File: src/rtl/my_mod.sv
// ---------------------------------------------------------------------------
// my_mod -- single-cycle 9-bit accumulator with add / xor / shift operations
//
// An operation presented with valid_in is applied to the accumulator on the
// same rising edge; the new value appears on x together with a one-cycle
// valid_out pulse. A sticky overflow flag records carries out of the add and
// ones lost off the top of the left shift.
//
// Parameters
//   X : left-shift amount used by op 2'b10 (0..8)
//   Y : arithmetic right-shift amount used by op 2'b11 (0..8)
//
// Ports
//   clk       in   rising-edge clock for all state
//   reset     in   synchronous active-high reset
//   foo[8:0]  in   operand (used by add and xor only)
//   op[1:0]   in   00 add, 01 xor, 10 shl X, 11 ashr Y
//   valid_in  in   qualifies foo/op
//   clear     in   synchronous accumulator/overflow clear
//   x[8:0]    out  registered accumulator value
//   valid_out out  one-cycle pulse when x was updated by an operation
//   ovf       out  sticky overflow flag
//   zero      out  x == 0, decoded from the accumulator register
//
// Build option
//   MY_MOD_SAT_EN : when defined, add and shl saturate to 9'h1FF on
//                   overflow instead of wrapping modulo 512.
// ---------------------------------------------------------------------------
module my_mod #(
    parameter int X = 1,
    parameter int Y = 2
) (
    input  logic       clk,
    input  logic       reset,
    input  logic [8:0] foo,
    input  logic [1:0] op,
    input  logic       valid_in,
    input  logic       clear,
    output logic [8:0] x,
    output logic       valid_out,
    output logic       ovf,
    output logic       zero
);

    localparam logic [1:0] OP_ADD  = 2'b00;
    localparam logic [1:0] OP_XOR  = 2'b01;
    localparam logic [1:0] OP_SHL  = 2'b10;
    localparam logic [1:0] OP_ASHR = 2'b11;

    localparam logic [8:0] ACC_MAX = 9'h1FF;

    logic [8:0] acc_reg;
    logic [8:0] acc_next;
    logic       ovf_reg;
    logic       ovf_next;
    logic       valid_reg;
    logic       valid_next;

    // -----------------------------------------------------------------------
    // Datapath for each operation, computed in parallel from acc_reg
    // -----------------------------------------------------------------------
    logic [9:0] add_sum;
    logic       add_carry;
    logic [8:0] xor_res;
    logic [8:0] shl_res;
    logic [8:0] shl_lost_vec;
    logic       shl_lost;
    logic [8:0] ashr_res;

    assign add_sum   = {1'b0, acc_reg} + {1'b0, foo};
    assign add_carry = add_sum[9];
    assign xor_res   = acc_reg ^ foo;

    // Shifts are by elaboration-time constants, so each result bit is just a
    // wire to a fixed source bit (or a fill value).
    genvar gi;
    generate
        for (gi = 0; gi < 9; gi = gi + 1) begin : g_shift
            // Left shift: bit gi comes from gi-X, zero-filled below X.
            if (gi >= X) begin : g_shl_src
                assign shl_res[gi] = acc_reg[gi-X];
            end else begin : g_shl_fill
                assign shl_res[gi] = 1'b0;
            end

            // Bits at positions >= 9-X fall off the top during the shift.
            if (gi >= 9 - X) begin : g_shl_lost
                assign shl_lost_vec[gi] = acc_reg[gi];
            end else begin : g_shl_kept
                assign shl_lost_vec[gi] = 1'b0;
            end

            // Arithmetic right shift: bit 8 is the sign and is replicated.
            if (gi + Y <= 8) begin : g_ashr_src
                assign ashr_res[gi] = acc_reg[gi+Y];
            end else begin : g_ashr_sign
                assign ashr_res[gi] = acc_reg[8];
            end
        end
    endgenerate

    assign shl_lost = |shl_lost_vec;

    // -----------------------------------------------------------------------
    // Next-state selection
    // -----------------------------------------------------------------------
    always_comb begin
        acc_next   = acc_reg;
        ovf_next   = ovf_reg;
        valid_next = 1'b0;

        if (clear) begin
            // An operation arriving with clear is intentionally discarded.
            acc_next = 9'd0;
            ovf_next = 1'b0;
        end else if (valid_in) begin
            valid_next = 1'b1;
            case (op)
                OP_ADD: begin
`ifdef MY_MOD_SAT_EN
                    acc_next = add_carry ? ACC_MAX : add_sum[8:0];
`else
                    acc_next = add_sum[8:0];
`endif
                    ovf_next = ovf_reg | add_carry;
                end
                OP_XOR: begin
                    acc_next = xor_res;
                end
                OP_SHL: begin
`ifdef MY_MOD_SAT_EN
                    acc_next = shl_lost ? ACC_MAX : shl_res;
`else
                    acc_next = shl_res;
`endif
                    ovf_next = ovf_reg | shl_lost;
                end
                OP_ASHR: begin
                    acc_next = ashr_res;
                end
                default: begin
                    acc_next = acc_reg;
                end
            endcase
        end
    end

    // -----------------------------------------------------------------------
    // State registers; reset takes priority over clear and valid_in.
    // -----------------------------------------------------------------------
    always_ff @(posedge clk) begin
        if (reset) begin
            acc_reg   <= 9'd0;
            ovf_reg   <= 1'b0;
            valid_reg <= 1'b0;
        end else begin
            acc_reg   <= acc_next;
            ovf_reg   <= ovf_next;
            valid_reg <= valid_next;
        end
    end

    assign x         = acc_reg;
    assign ovf       = ovf_reg;
    assign valid_out = valid_reg;
    assign zero      = (acc_reg == 9'd0);

endmodule

File: config.mk
export PLATFORM = sky130hd
export DESIGN_NAME = my_mod
export DESIGN_NICKNAME = d
export VERILOG_FILES = /design/src/rtl/my_mod.sv
export SDC_FILE = /design/constraint.sdc
export NUM_CORES = 1
export LEC_CHECK = 0
export CAP_MARGIN = 20
export CORE_AREA = 10 10 57 59
export DETAILED_ROUTE_END_ITERATION = 12
export DIE_AREA = 0 0 67 69
export GPL_TIMING_DRIVEN = 0
export PLACE_DENSITY = 0.82
export SYNTH_ARGS = -nofsm -noshare
export SYNTH_HDL_FRONTEND = slang
export SYNTH_SLANG_ARGS = --single-unit
File: constraint.sdc
create_clock -name clk -period 3.7 [get_ports clk]
set_clock_uncertainty 0.05 [all_clocks]
set_input_delay 0.74 -clock clk [delete_from_list [all_inputs] [get_ports clk]]
set_output_delay 0.74 -clock clk [all_outputs]
set_load 0.1 [all_outputs]
==> impl_metrics.tcl <==
set metrics [dict create \
    status "complete, no violations" \
    clock_sinks 11 \
    power_leakage_nw 0.584 \
    worst_slew_pin_slew_ns 0.979 \
    min_to "ovf" \
    grt-ovfl-total 0 \
    dr.pass1.iters 4 \
    finalNetCount 177 \
    cts_resized 0 \
    fin_crit_ns 3.20 \
    htreeDepth 1 \
    slew_violations 0 \
    place_congestion 0.899 \
    drv_cap 0 \
    antenna_found_initial 0 \
    largest_reg_flops 9 \
    tns_ns 0 \
    dp_hpwl_um 2270 \
    reg2reg_depth 7 \
    p_per_area_mw_per_mm2 266 \
    rrSetupSlack_ns 1.48 \
    drc_errors 0 \
    seq_area_frac_synth 0.204 \
    synth-adder-area-share 0.123 \
    synth_compound_area_frac 0.254 \
    vias 1068 \
    max_slew_margin 0.345 \
    totalWireLength_um 2890 \
    final_cell_mix "clkdlybuf4s50_1, nand2_1, dfxtp_1" \
    end_kind "output pin" \
    worstPathArrival_ns 2.41 \
    drive_gt1_frac 0.119 \
    cts_tree "yes" \
    yosys.cell_types.count 46 \
    postRouteAntennaNets 0 \
    critPathKind "reg -> out" \
    rsz0062_at_grt "false" \
    synth_edf_count 0 \
    coreArea_sq_mm 0.00215 \
    seq_power_share 0.354 \
    dpl_cell_area_sq_mm 0.00135 \
    avgSynthCellArea_sq_um 8.69 \
    p_int_uw 221 \
    synth_nets 149 \
    grt_max_degree 11 \
    critPathRequiredTime_ns 2.91 \
    cts_hold_buf 0 \
    grt_pass1_wl_um 4840 \
    startpoint "x[1]" \
    p_sw_uw 145 \
    synth_area_sq_mm 0.00108 \
    cts_buffers 3 \
    cts_post_setup_buffers_inserted 0 \
    cts_buffer_depth 2 \
    hold_viol_final 0 \
    cts-root-buf "clkbuf_4" \
    grt_util_all_layers 0.125 \
    num_io_pins 27 \
    wl_per_cell_um 16.2 \
    path_cells "nor4_1 > nand2_1 > nor4_2 > clkdlybuf4s50_1" \
    area_growth_syn_to_layout_pct 27.6 \
    p_clk_frac 0.231 \
    via_per_inst 5.97 \
    synthSimpleGateAreaFrac 0.207 \
    ir_worst_vdd_mv 0.203 \
    rows 17 \
    path_max_fanout 6 \
    yosysTopAreaCell "dfxtp_1" \
    timing.rr.start "x[0]" \
    portBuffers 23 \
    n_antenna_cell 0 \
    async_reset_ff_frac 0 \
    die_width_um 67 \
    synthDominantCellAreaShare 0.204 \
    critPathSlowestCell "clkdlybuf4s50_1" \
    grt_pass1_vias 1036 \
    die-area_sq_mm 0.00462 \
    max_freq_mhz 312 \
    period_share 0.866 \
    yosysWarnings 0 \
    finalSetupViolations 0 \
    synthMuxAreaShare 0.105 \
    power_frac_comb 0.415 \
    swShare 0.395 \
    fin_area_sq_mm 0.00138 \
    ys.flop_type "dfxtp_1" \
    synth_seq_cells 11 \
    min_path_type "reg -> reg" \
    synth.area.top_cells "dfxtp_1, ha_1, mux2i_1" \
    start_kind "flop" \
    drtIter0Drc 24 \
    synth_cells 124 \
    worstHoldPathCells 1 \
    clk_pin_slew_ns 0.07 \
    layout_commonest_cell "clkdlybuf4s50_1" \
    initial_utilization 0.501 \
    min_from "ovf" \
    die_y_um 69 \
    synth_top_family_by_area "compound AO/OA/AOI/OAI gates" \
    synth_xor_area_frac 0.0325 \
    cp_slowest_stage_delay_ns 1.19 \
    insertion_delay_ns 0.27 \
    worstReg2RegEnd "x[6]" \
]
## final cells by class
class,count,area [sq um]
tap,28,35.0
inverter,4,15.0
fill,196,773
timing repair buffer,23,230
clock buffer,4,26.3
multi-input combinational,102,783
sequential,11,220
buffer,7,65.1
## power groups by stage
stage               Sequential, mW  Clock, mW  Combinational, mW
floorplan                    0.160          0             0.0829
finish                       0.129     0.0847              0.152
global route                 0.130     0.0938              0.163
CTS                          0.129     0.0864              0.152
global placement             0.132          0              0.149
detailed placement           0.132          0              0.151
## cell usage after synthesis, types with 2 or more instances
library cell  number
clkbuf_8           3
a21oi_1            7
xnor2_1            3
a41o_1             2
nor2_1            10
dfxtp_1           11
nor3_1             2
mux4_1             2
nand3b_1           3
nand2_1           12
clkbuf_1           2
nand2b_1           2
inv_1              4
o211ai_1           2
ha_1               9
nand3_1            4
o22ai_2            2
mux2i_1            6
a211oi_1           3
o21ai_0            8
nor4_1             2
## routing by layer
layer / wire length, um / up-vias / track usage
li1: - / 524 / -
met1: 1190 / 507 / 0.150
met2: 1410 / 37 / 0.199
met3: 297 / 0 / 0.0628
met4: 0 / 0 / 0.0136
met5: 0 / - / 0
## how the worst max path moves through the flow
stage / cells past startpoint / slack [ns] / end
3_5_place_dp: 8 / 0.68 / x[6]
2_1_floorplan: 3 / 0.12 / zero
4_1_cts: 4 / 0.48 / zero
5_1_grt: 4 / 0.30 / zero
6_report: 4 / 0.50 / zero
3_3_place_gp: 8 / 0.72 / x[6]
## logic make-up after synthesis
family | Yosys count
adders and majority gates | 10
buffers and inverters | 11
xor gates and xnor gates | 4
AOI/OAI and AO/OA | 37
muxes | 8
DFF | 11
and+or+nand+nor | 43
## worst max-delay path: cells and delay by family, from the launching register on
family                 cells  cell delay (ns)
DFF                        1             0.38
and+or+nand+nor            3             0.57
buffers and inverters      1             1.19
## through the flow
step	utilization	total power, mW	setup WS (ns)	hold WS (ns)	cells
after floorplan	-	0.243	0.122	0.900	124
after global placement	0.628	0.280	0.717	0.383	175
after detailed placement	0.628	0.283	0.683	0.390	175
after CTS	0.640	0.368	0.478	0.406	179
after global routing	0.640	0.387	0.301	0.451	179
final	0.640	0.366	0.495	0.406	179
No activity file was read; power rests on OpenSTA's default activity.
